--- src/rtl/io881_task_scheduler.sv ---
// io881_task_scheduler: round-robin (channel, thread) task scheduler.
// Keeps a runnable bitmap, offers the next task to the fetch unit on the
// next_task_* handshake and tracks the running task through suspend/yield.
module io881_task_scheduler #(
  parameter int CH_BITS = 3,
  parameter int TH_BITS = 2,
  localparam int IDX_BITS = CH_BITS + TH_BITS,
  localparam int SLOTS = 2 ** IDX_BITS
) (
  input  logic               clk,
  input  logic               reset,
  input  logic [SLOTS-1:0]   wake,
  input  logic               suspend,
  input  logic               yield,
  output logic [CH_BITS-1:0] next_task_channel,
  output logic [TH_BITS-1:0] next_task_thread,
  output logic               next_task_ready,
  input  logic               next_task_ack,
  output logic [CH_BITS-1:0] cur_channel,
  output logic [TH_BITS-1:0] cur_thread,
  output logic               running,
  output logic               idle
);

  typedef enum logic [1:0] {
    IDLE  = 2'd0,
    OFFER = 2'd1,
    RUN   = 2'd2
  } state_t;

  state_t              state_reg, state_next;
  logic [SLOTS-1:0]    runnable_reg, runnable_next;
  logic [IDX_BITS-1:0] last_grant_reg;
  logic [IDX_BITS-1:0] offer_idx_reg;
  logic [IDX_BITS-1:0] cur_idx_reg;

  logic [SLOTS-1:0]    clr_mask, set_mask;
  logic [IDX_BITS-1:0] start_idx;
  logic [IDX_BITS-1:0] cand_idx [SLOTS];
  logic [SLOTS-1:0]    rot_bits;
  logic [IDX_BITS-1:0] pick_idx;
  logic                accept, stop_task;

  assign accept    = (state_reg == OFFER) && next_task_ack;
  // Suspend and yield both end the running task; suspend only differs in
  // not re-marking the slot runnable.
  assign stop_task = (state_reg == RUN) && (suspend || yield);

  // Bitmap update: dispatch clears the offered slot, a yield re-marks the
  // running slot, and wakes are ORed last so a same-edge wake always sticks.
  always_comb begin
    clr_mask = '0;
    set_mask = '0;
    if (accept) begin
      clr_mask[offer_idx_reg] = 1'b1;
    end
    if ((state_reg == RUN) && yield && !suspend) begin
      set_mask[cur_idx_reg] = 1'b1;
    end
    runnable_next = (runnable_reg & ~clr_mask) | set_mask | wake;
  end

  // Candidate order: slot last_grant+1 first, wrapping, so the last grant is
  // considered last. Index arithmetic wraps naturally at SLOTS.
  assign start_idx = last_grant_reg + IDX_BITS'(1);

  generate
    for (genvar gi = 0; gi < SLOTS; gi++) begin : g_cand
      assign cand_idx[gi] = start_idx + IDX_BITS'(gi);
      assign rot_bits[gi] = runnable_next[cand_idx[gi]];
    end
  endgenerate

  // First set bit in scan order; the search sees same-edge wakes and the
  // yield re-mark so a task switch can re-offer in one edge.
  always_comb begin
    pick_idx = start_idx;
    for (int i = SLOTS - 1; i >= 0; i--) begin
      if (rot_bits[i]) begin
        pick_idx = cand_idx[i];
      end
    end
  end

  // State register and scheduler bookkeeping.
  always_ff @(posedge clk or negedge reset) begin
    if (!reset) begin
      state_reg      <= IDLE;
      runnable_reg   <= SLOTS'(1);
      last_grant_reg <= '1;
      offer_idx_reg  <= '0;
      cur_idx_reg    <= '0;
    end else begin
      state_reg    <= state_next;
      runnable_reg <= runnable_next;
      if ((state_next == OFFER) && (state_reg != OFFER)) begin
        offer_idx_reg <= pick_idx;
      end
      if (accept) begin
        last_grant_reg <= offer_idx_reg;
        cur_idx_reg    <= offer_idx_reg;
      end
    end
  end

  // Next-state logic; an offer is never retargeted while it is pending.
  always_comb begin
    state_next = state_reg;
    case (state_reg)
      IDLE:    if (runnable_reg != '0) state_next = OFFER;
      OFFER:   if (next_task_ack) state_next = RUN;
      RUN:     if (stop_task) state_next = (runnable_next != '0) ? OFFER : IDLE;
      default: state_next = IDLE;
    endcase
  end

  // Outputs decoded from the registered state and index registers.
  always_comb begin
    next_task_ready   = (state_reg == OFFER);
    running           = (state_reg == RUN);
    idle              = (state_reg == IDLE) && (runnable_reg == '0);
    next_task_channel = offer_idx_reg[IDX_BITS-1:TH_BITS];
    next_task_thread  = offer_idx_reg[TH_BITS-1:0];
    cur_channel       = cur_idx_reg[IDX_BITS-1:TH_BITS];
    cur_thread        = cur_idx_reg[TH_BITS-1:0];
  end

endmodule

--- config.mk ---
export PLATFORM = sky130hd
export DESIGN_NAME = io881_task_scheduler
export DESIGN_NICKNAME = d
export VERILOG_FILES = /design/src/rtl/io881_task_scheduler.sv
export SDC_FILE = /design/constraint.sdc
export NUM_CORES = 1
export LEC_CHECK = 0
export ABC_AREA = 1
export ABC_CLOCK_PERIOD_IN_PS = 4600
export BUFFER_PORTS_ARGS = -buffer_cell sky130_fd_sc_hd__buf_2
export CAP_MARGIN = 20
export CELL_PAD_IN_SITES_DETAIL_PLACEMENT = 0
export CELL_PAD_IN_SITES_GLOBAL_PLACEMENT = 2
export CORE_MARGIN = 4
export CORE_UTILIZATION = 29
export CTS_CLUSTER_SIZE = 28
export DETAILED_ROUTE_END_ITERATION = 8
export GPL_ROUTABILITY_DRIVEN = 1
export GPL_TIMING_DRIVEN = 0
export PLACE_DENSITY_LB_ADDON = 0.05
export SYNTH_ARGS = -nofsm -noshare
export SYNTH_HDL_FRONTEND = slang
export SYNTH_SLANG_ARGS = --single-unit
--- constraint.sdc ---
create_clock -name clk -period 4.6 [get_ports clk]
set_input_delay 0.46 -clock clk [delete_from_list [all_inputs] [get_ports clk]]
set_output_delay 0.46 -clock clk [all_outputs]
set_load 0.05 [all_outputs]
==> results.yml <==
synth:
  synth.most_common_cell: "nand2_1"
  avgSynthCellArea_um2: 5.69
  synth-seq-cells: 49
  synth_ff_type: "dfrtp_1"
  synth_edf_count: 0
  synth_seq_area_share_pct: 18.3
  syn_area_um2: 6720
  synth_top_cells_by_count: "414 x nand2_1, 197 x nand3_1, 124 x inv_1"
  syn_nets: 1231
  async_flop_share_pct: 100
  ys_types: 51
  syn_inst: 1182
  yosysWarnings: 0
  synth_top_area_share_pct: 23.1
  yosysTopAreaCell: "nand2_1"
  synthTopCellsByArea: "nand2_1 23%, dfrtp_1 16%, nand3_1 15%"
routing:
  drt-initial-drc-count: 851
  dr.pass1.iters: 5
  drt_wl_total_um: 34300
  drc_errors: 0
  routedWlPerCell_um: 21.3
  vias: 8645
  antenna_left: 0
  viasPerCell: 5.36
sta:
  min_period_over_period_pct: 104
  finalHoldViolations: 0
  layout_min_cycle_time_ps: 4780
  slew_headroom_pct: 43.1
  fin_ws_ps: -179
  rsz0062_at_grt: "yes"
  tightestPinTransition_ps: 853
  fmax_mhz: 209
  setup_violations: 4
  fin_skew_ps: 7.17
  drv_slew: 0
  hold_ws_ps: 48.0
global_routing:
  antenna_found_initial: 1
  top_usage_layer: "met2"
  grt_max_degree: 38
  met2_usage_pct: 41.2
  grt_use_met1_pct: 39.6
  grt_use_met3_pct: 3.46
  grt_pass1_vias: 8354
  overflow: 0
  grtUsageTotal_pct: 26.2
  grt_pass1_wl_um: 51200
final_layout:
  area_growth_pct: 32.5
  antenna_cells: 0
  largest_reg_flops: 32
  fin_util_pct: 39.2
  drive_gt1_share_pct: 24.8
  nets: 1376
worst_setup_path:
  path_class: "flip-flop to flip-flop"
  cp_data_required_time_ps: 4830
  arrival_ps: 5010
  crit_top_cell: "nand2_1"
  cp_slowest_cell: "dfstp_2"
  startpoint_type: "flip-flop"
  cp-end-kind: "flip-flop"
  crit_fanout: 7
  critPathMaxStageDelay_ps: 570
clocking:
  htree_levels: 2
  cts.path.max_buffers: 2
  clk_pin_slew_ps: 70
  cts_root_buf: "clkbuf_16"
  clkLatencyLatePin_ps: 300
  clock_sinks: 49
  cts_made_buffers: 5
  cts_tree: "built"
placement:
  hpwl_um: 27200
  gp_congestion: 0.941
  pre_cts_ws_ps: -1670
  portBuffers: 49
floorplan:
  die-height_um: 160
  dieArea_um2: 25700
  start_util_pct: 29.6
  core_um2: 22700
  ioPinCount: 50
  die_w_um: 160
  rows: 55
flow_run:
  maxCapViolations: 0
min_path:
  hold_path.class: "input pin to async pin"
status:
  status: "complete, but fails checks"
  failed_checks: "negative setup slack"
[final timing paths]
path	cells after the start	slack, ps	from	to
worst max-delay path	47	-180	last_grant_reg[0]$_DFFE_PN1P_	offer_idx_reg[4]$_DFFE_PN0P_
worst min-delay path	1	50	reset	offer_idx_reg[1]$_DFFE_PN0P_
worst max register to register	47	-180	last_grant_reg[0]$_DFFE_PN1P_	offer_idx_reg[4]$_DFFE_PN0P_
worst min register to register	2	550	last_grant_reg[4]$_DFFE_PN1P_	last_grant_reg[4]$_DFFE_PN1P_
max in group asynchronous	2	3970	reset	runnable_reg[0]$_DFF_PN1_
min in group clk	2	380	suspend	state_reg[1]$_DFF_PN0_
[routing by layer]
metal / part of all wire (%) / wire, um
met5: 0 / 0
met4: 0.81 / 277
met3: 7.1 / 2450
met2: 44 / 15000
met1: 48 / 16600
[per-stage QoR]
| stage | TNS, ps | std cells | area, um2 |
|---|---|---|---|
| 2_1_floorplan | 0 | 1182 | 6740 |
| 3_3_place_gp | -8250 | 1516 | 7340 |
| 3_5_place_dp | -8160 | 1517 | 7360 |
| 4_1_cts | -561 | 1603 | 8670 |
| 5_1_grt | -2440 | 1613 | 8910 |
| 6_report | -629 | 1613 | 8910 |
[cells in the final DEF, fill, tap and decap left out, types with 9 or more instances in the layout]
cell / Yosys / final
nand3_1: 197 / 176
nor4_1: 15 / 15
nand4_1: 51 / 51
nor2_1: 47 / 44
xor2_1: 14 / 11
nand2_1: 414 / 389
nand2_2: 6 / 25
inv_2: 22 / 22
inv_1: 124 / 116
buf_2: 13 / 57
nand3_4: 1 / 9
nand3_2: 6 / 19
dfrtp_1: 43 / 43
o21ai_1: 13 / 14
nand2_4: 3 / 9
buf_4: 5 / 86
o21ai_0: 41 / 35
a21oi_1: 69 / 59
[worst max-delay path, delay by kind of cell, from the launching register on]
family,cells,cell delay (ps)
AND/OR/NAND/NOR,35,2400
AO/OA/AOI/OAI,4,590
buffers and inverters,5,570
flip-flops,1,570
adder cells (fa/ha/maj),2,350
XOR/XNOR,1,190
[final cells by class]
cell class | count | area [um2]
fill | 2532 | 13800
multi-input combinational | 953 | 5290
sequential | 49 | 1230
timing repair buffer | 137 | 963
inverter | 151 | 622
tap | 285 | 357
buffer | 30 | 313
clock buffer | 6 | 129
clock inverter | 2 | 10.0
[logic make-up after synthesis]
logic type               Yosys count  share of synthesized area (%)
AND/OR/NAND/NOR                  765                           52.1
flip-flops                        49                           18.3
adder cells (fa/ha/maj)           12                           2.23
buffers and inverters            181                           10.7
AO/OA/AOI/OAI                    154                           12.7
XOR/XNOR                          21                           3.91
[what timing repair did]
action | CTS | global route
gates cloned | 1 | 0
hold buffers | 0 | 0
resized for setup | 137 | 40
pin swaps | 39 | 34
setup endpoints to repair | 5 | 5
hold endpoints to repair | 0 | 0
setup buffers | 77 | 10
Power is not shown: default switching activity piles up to over one toggle a cycle in this logic, so the estimate is an artifact.
